File: config.mk
export PLATFORM = sky130hd
export DESIGN_NAME = alu_pipe
export DESIGN_NICKNAME = d
export VERILOG_FILES = /design/src/rtl/alu_pkg.sv /design/src/rtl/alu_core.sv /design/src/rtl/alu_pipe.sv
export SDC_FILE = /design/constraint.sdc
export NUM_CORES = 2
export LEC_CHECK = 0
export CORE_MARGIN = 1.5
export CORE_UTILIZATION = 29
export CTS_CLUSTER_DIAMETER = 40
export DETAILED_ROUTE_END_ITERATION = 10
export PLACE_DENSITY = 0.51
export SYNTH_ARGS = -nofsm -noshare
export SYNTH_HDL_FRONTEND = slang
export SYNTH_HIERARCHICAL = 1
export SYNTH_SLANG_ARGS = --single-unit
File: constraint.sdc
create_clock -name clk -period 13.4 [get_ports clk]
set_clock_uncertainty 0.1 [all_clocks]
set_input_delay 1.34 -clock clk [delete_from_list [all_inputs] [get_ports clk]]
set_output_delay 1.34 -clock clk [all_outputs]
set_load 0.05 [all_outputs]
File: src/rtl/alu_pkg.sv
// Shared opcode and flag definitions for the pipelined ALU.
// Used by the stage-2 datapath and the pipeline wrapper.
package alu_pkg;

  localparam logic [3:0] OP_ADD  = 4'd0;
  localparam logic [3:0] OP_SUB  = 4'd1;
  localparam logic [3:0] OP_OR   = 4'd2;
  localparam logic [3:0] OP_XOR  = 4'd3;
  localparam logic [3:0] OP_AND  = 4'd4;
  localparam logic [3:0] OP_SLT  = 4'd5;
  localparam logic [3:0] OP_SLL  = 4'd6;
  localparam logic [3:0] OP_SRL  = 4'd7;
  localparam logic [3:0] OP_SRA  = 4'd8;
  localparam logic [3:0] OP_SLTU = 4'd9;

  localparam int FLAG_ZERO  = 0;
  localparam int FLAG_NEG   = 1;
  localparam int FLAG_CARRY = 2;
  localparam int FLAG_OVF   = 3;
  localparam int FLAG_ILL   = 4;
  localparam int NFLAGS     = 5;

endpackage

File: src/rtl/alu_core.sv
// Combinational ALU datapath: result and status flags.
// Illegal opcodes yield a zero result with only the illegal flag set.
module alu_core
  import alu_pkg::*;
#(
  parameter  int WIDTH = 64,
  localparam int SHW   = $clog2(WIDTH)
) (
  input  logic [WIDTH-1:0]  A,
  input  logic [WIDTH-1:0]  B,
  input  logic [SHW-1:0]    Shiftamt,
  input  logic [3:0]        Sel,
  output logic [WIDTH-1:0]  result,
  output logic [NFLAGS-1:0] flags
);

  logic [WIDTH:0]   sum;
  logic [WIDTH:0]   diff;
  logic             carry;
  logic             ovf;
  logic             ill;
  logic             lts;
  logic             ltu;

  assign sum  = {1'b0, A} + {1'b0, B};
  assign diff = {1'b0, A} - {1'b0, B};
  assign lts  = $signed(A) < $signed(B);
  assign ltu  = A < B;

  always_comb begin
    result = '0;
    carry  = 1'b0;
    ovf    = 1'b0;
    ill    = 1'b0;
    unique case (Sel)
      OP_ADD: begin
        result = sum[WIDTH-1:0];
        carry  = sum[WIDTH];
        ovf    = (A[WIDTH-1] == B[WIDTH-1]) &&
                 (sum[WIDTH-1] != A[WIDTH-1]);
      end
      OP_SUB: begin
        result = diff[WIDTH-1:0];
        // diff's top bit is the borrow; carry reports no-borrow
        carry  = ~diff[WIDTH];
        ovf    = (A[WIDTH-1] != B[WIDTH-1]) &&
                 (diff[WIDTH-1] != A[WIDTH-1]);
      end
      OP_OR:   result = A | B;
      OP_XOR:  result = A ^ B;
      OP_AND:  result = A & B;
      OP_SLT:  result = {{(WIDTH-1){1'b0}}, lts};
      OP_SLTU: result = {{(WIDTH-1){1'b0}}, ltu};
      OP_SLL:  result = A << Shiftamt;
      OP_SRL:  result = A >> Shiftamt;
      OP_SRA:  result = $signed(A) >>> Shiftamt;
      default: ill = 1'b1;
    endcase
  end

  always_comb begin
    flags = '0;
    if (ill) begin
      flags[FLAG_ILL] = 1'b1;
    end else begin
      flags[FLAG_ZERO]  = (result == '0);
      flags[FLAG_NEG]   = result[WIDTH-1];
      flags[FLAG_CARRY] = carry;
      flags[FLAG_OVF]   = ovf;
    end
  end

endmodule

File: src/rtl/alu_pipe.sv
// Two-stage valid/ready ALU: stage 1 latches the request,
// stage 2 registers the computed result and flags.
module alu_pipe
  import alu_pkg::*;
#(
  parameter  int WIDTH = 64,
  localparam int SHW   = $clog2(WIDTH)
) (
  input  logic              clk,
  input  logic              rst,
  input  logic              in_valid,
  output logic              in_ready,
  input  logic [WIDTH-1:0]  A,
  input  logic [WIDTH-1:0]  B,
  input  logic [SHW-1:0]    Shiftamt,
  input  logic [3:0]        Sel,
  output logic              out_valid,
  input  logic              out_ready,
  output logic [WIDTH-1:0]  Output,
  output logic [NFLAGS-1:0] flags
);

  logic              s1_valid;
  logic [WIDTH-1:0]  s1_a;
  logic [WIDTH-1:0]  s1_b;
  logic [SHW-1:0]    s1_sh;
  logic [3:0]        s1_sel;

  logic              adv2;
  logic [WIDTH-1:0]  core_res;
  logic [NFLAGS-1:0] core_flags;

  // in_ready depends only on pipeline state and out_ready
  assign adv2     = !out_valid || out_ready;
  assign in_ready = !s1_valid || adv2;

  always_ff @(posedge clk) begin
    if (rst) begin
      s1_valid <= 1'b0;
      s1_a     <= '0;
      s1_b     <= '0;
      s1_sh    <= '0;
      s1_sel   <= '0;
    end else if (in_ready) begin
      s1_valid <= in_valid;
      if (in_valid) begin
        s1_a   <= A;
        s1_b   <= B;
        s1_sh  <= Shiftamt;
        s1_sel <= Sel;
      end
    end
  end

  alu_core #(
    .WIDTH(WIDTH)
  ) u_core (
    .A        (s1_a),
    .B        (s1_b),
    .Shiftamt (s1_sh),
    .Sel      (s1_sel),
    .result   (core_res),
    .flags    (core_flags)
  );

  always_ff @(posedge clk) begin
    if (rst) begin
      out_valid <= 1'b0;
      Output    <= '0;
      flags     <= '0;
    end else if (adv2) begin
      out_valid <= s1_valid;
      if (s1_valid) begin
        Output <= core_res;
        flags  <= core_flags;
      end
    end
  end

endmodule

==> flow_metrics.env <==
export IMPL_synthCells=4465
export IMPL_postSynthNetCount=4801
export IMPL_ys_ff_latch=209
export IMPL_p_comb_share_pct=50.5
export IMPL_synthAdderAreaFrac_pct=7.350
export IMPL_cp_depth=17
export IMPL_p_switching_mw=1.669
export IMPL_power_frac_clock_pct=28.8
export IMPL_drc=0
export IMPL_ctsResizeCount=0
export IMPL_cpPeakStageDelay_ps=1360
export IMPL_yosysUniqueCellTypes=107
export IMPL_fillers=12340
export IMPL_start_util_pct=29.14
export IMPL_final_cell_mix="345 x mux2i_1, 339 x nand2_1, 338 x nor2_1"
export IMPL_syn_area_mm2=0.03323
export IMPL_rows=124
export IMPL_track_usage_pct=36.69
export IMPL_vdd_drop_max_v=0.00006711
export IMPL_cts_htree_levels=2
export IMPL_clock_sinks=209
export IMPL_cts_buffer_depth=3
export IMPL_grt_pass1_wl_um=303000
export IMPL_violations="capacitance limit, slew limit"
export IMPL_max_slew_worst_pin_slew_ps=1592
export IMPL_crit_family="simple AND/OR/NAND/NOR gates"
export IMPL_io_pins=213
export IMPL_leakagePower_nw=13.71
export IMPL_path_cells="buf_4 -> buf_4 -> mux2i_1 -> mux4_2 -> mux2_2 -> o211ai_1 -> a2111oi_1 -> o211ai_1 -> or3_1 -> or3_1 -> nor4_1 -> nand4_1 -> nor3_1 -> nand3b_1 -> nor4b_2 -> nand3_1 -> a21oi_1"
export IMPL_grt_pass1_vias=36460
export IMPL_finalCritPeriodShare_pct=55.52
export IMPL_ys_flop_type="dfxtp_1"
export IMPL_cp_slowest_cell="a2111oi_1"
export IMPL_power_density_mw_per_mm2=92.86
export IMPL_synth_seq_area_share_pct=12.59
export IMPL_synth_area_per_cell_um2=7.442
export IMPL_max_cap_viol_count=2
export IMPL_fmax_mhz=134.4
export IMPL_wire_per_inst_um=37.09
export IMPL_seqPwrFrac_pct=20.8
export IMPL_r2r_start="s1_sh[3]"
export IMPL_cts_tree="built"
export IMPL_synth_edf_count=0
export IMPL_startpoint="s1_sh[3]"
export IMPL_cts_hold_buf=0
export IMPL_dr_pass1_iters=8
export IMPL_clock_latency_ps=590
export IMPL_numCtsBuffers=40
export IMPL_placed_area_mm2=0.03653
export IMPL_min_period_ps=7440
export IMPL_clkTransAtPathRegs_ps=50
export IMPL_vias=39950
export IMPL_synth_xor_area_share_pct=0.5798
export IMPL_die_height_um=341.5
export IMPL_ff2ff_path_depth=17
export IMPL_hold_class="flip-flop to flip-flop"
export IMPL_vias_per_cell=6.644
export IMPL_die_area_mm2=0.1166
export IMPL_drt_initial_drc_count=6187
export IMPL_layout_nets=4796
export IMPL_drive_above_1_share_pct=10.78
export IMPL_synthMuxAreaShare_pct=20.15
export IMPL_synthToLayoutAreaGrowth_pct=14.00
export IMPL_synth_top_family_by_area="compound AO/OA/AOI/OAI gates"
export IMPL_worstPathArrival_ps=7860
export IMPL_tns_ps=0
export IMPL_cts_root_buf="clkbuf_16"
export IMPL_swShare_pct=47.44
export IMPL_slew_viol_final=3
export IMPL_portBuffers=212
export IMPL_routed_wl_um=223000
export IMPL_antenna_found_initial=26
export IMPL_crit_required_ps=13820
export IMPL_r2r_setup_slack_ps=5960
export IMPL_critical_path_buf_inv_count=2
export IMPL_ys_warn_count=6
export IMPL_cp_end_kind="flip-flop"
export IMPL_setup_viol=0
export IMPL_max_slew_margin_pct=-6.805
export IMPL_final_common_cell="mux2i_1"
export IMPL_fp_coreArea_mm2=0.1140
export IMPL_crit_path_start_kind="flip-flop"
export IMPL_synth_compound_gate_area_share_pct=27.88
export IMPL_ant_nets=0
export IMPL_status="finished with violations"
export IMPL_async_flop_share_pct=0
export IMPL_routabilityCongestion=1.123
export IMPL_synthSimpleGateAreaFrac_pct=22.78
export IMPL_grt_max_degree=143
export IMPL_p_int_mw=1.849
export IMPL_worstSetupPathType="flip-flop to flip-flop"
export IMPL_rsz0062_at_grt="false"
export IMPL_dieWidth_um=341.5
export IMPL_post_cts_buffers=0
export IMPL_r2r_end="flags[0]"
export IMPL_final_hold_viol_count=0
export IMPL_path_max_fanout=54
export IMPL_grt_ovfl_total=0
export IMPL_cp_endpoint="flags[0]"
export IMPL_dp_hpwl_um=173200
export IMPL_finalPower_mw=3.518
export IMPL_finalInstanceArea_mm2=0.03788
how the worst min path moves through the flow:
| stage | startpoint | slack [ps] | endpoint | cells after the start |
|---|---|---|---|---|
| 3_3_place_gp | s1_sel[1] | 360 | s1_sel[1] | 2 |
| 5_1_grt | s1_a[21] | 390 | s1_a[21] | 2 |
| 6_report | Output[5] | 370 | Output[5] | 2 |
| 4_1_cts | Output[2] | 380 | Output[2] | 2 |
| 3_5_place_dp | s1_sel[1] | 370 | s1_sel[1] | 2 |
| 2_1_floorplan | s1_sh[3] | 350 | s1_sh[3] | 2 |
power by group through the flow:
stage               clock [mW]  sequential [mW]  combinational [mW]
floorplan                    0            0.753               0.978
global placement             0            0.738                1.70
detailed placement           0            0.738                1.69
CTS                       1.04            0.726                1.69
global route              1.07            0.732                1.82
finish                    1.01            0.730                1.78
worst min-delay path, cell delays in order, from the launching register on:
cell and delay [ps]:
dfxtp_1 300, o21ai_0 60, a21oi_1 60
routing by layer:
| layer | wire, um | up-vias | global-route usage, % |
|---|---|---|---|
| met1 | 92090 | 19830 | 49.44 |
| met4 | 12760 | 12 | 17.72 |
| met5 | 80 | - | 0 |
| li1 | - | 16670 | - |
| met2 | 90770 | 2881 | 52.65 |
| met3 | 27320 | 551 | 11.30 |
final cells by class:
type,instances,area [um2],area share [%]
Multi-Input combinational cell,3625,26270,69.33
Sequential cell,209,4204,11.10
Timing Repair Buffer,377,3390,8.947
Tap cell,1512,1892,4.994
Clock buffer,52,1137,3.002
Inverter,207,777.0,2.051
Clock inverter,20,191.4,0.5053
Antenna cell,11,27.53,0.07266
logic make-up (layout without fill, tap and decap cells):
logic type,after synthesis,in the layout
DFF,209,209
other,0,11
buffers and inverters,631,656
muxes,518,518
adders and majority gates,194,194
xor gates and xnor gates,22,22
and+or+nand+nor,1500,1500
AOI/OAI and AO/OA,1391,1391
synthesized netlist by cell type, types with 78 or more instances:
master	count	area share, %
a21oi_1	337	5.1
mux4_2	108	7.3
o21ai_0	304	4.6
nand2b_1	309	5.8
clkbuf_1	270	3.0
dfxtp_1	209	13
nor2_1	339	3.8
inv_1	200	2.3
ha_1	192	7.2
o211ai_1	80	1.8
nor3_1	78	1.2
nand3_1	158	2.4
nand2_1	339	3.8
mux2i_1	345	10
registers in the layout, indices dropped and copies added (netlist names):
name,flops
flags,5
s1_valid,1
Output,64
out_valid,1
s1_a,64
s1_b,64
s1_sel,4
s1_sh,6
stage by stage:
stage          util (%)  setup WS (ps)  instances  hold WS, ps
6_report          33.22           5960       6013        373.6
5_1_grt           33.20           5929       6002        390.7
4_1_cts           33.20           6414       6002        376.0
3_5_place_dp      32.03           6427       5930        366.0
3_3_place_gp      32.03           6462       5930        360.5
2_1_floorplan         -           8623       4465        345.4
No activity file was read; power rests on OpenSTA's default activity.
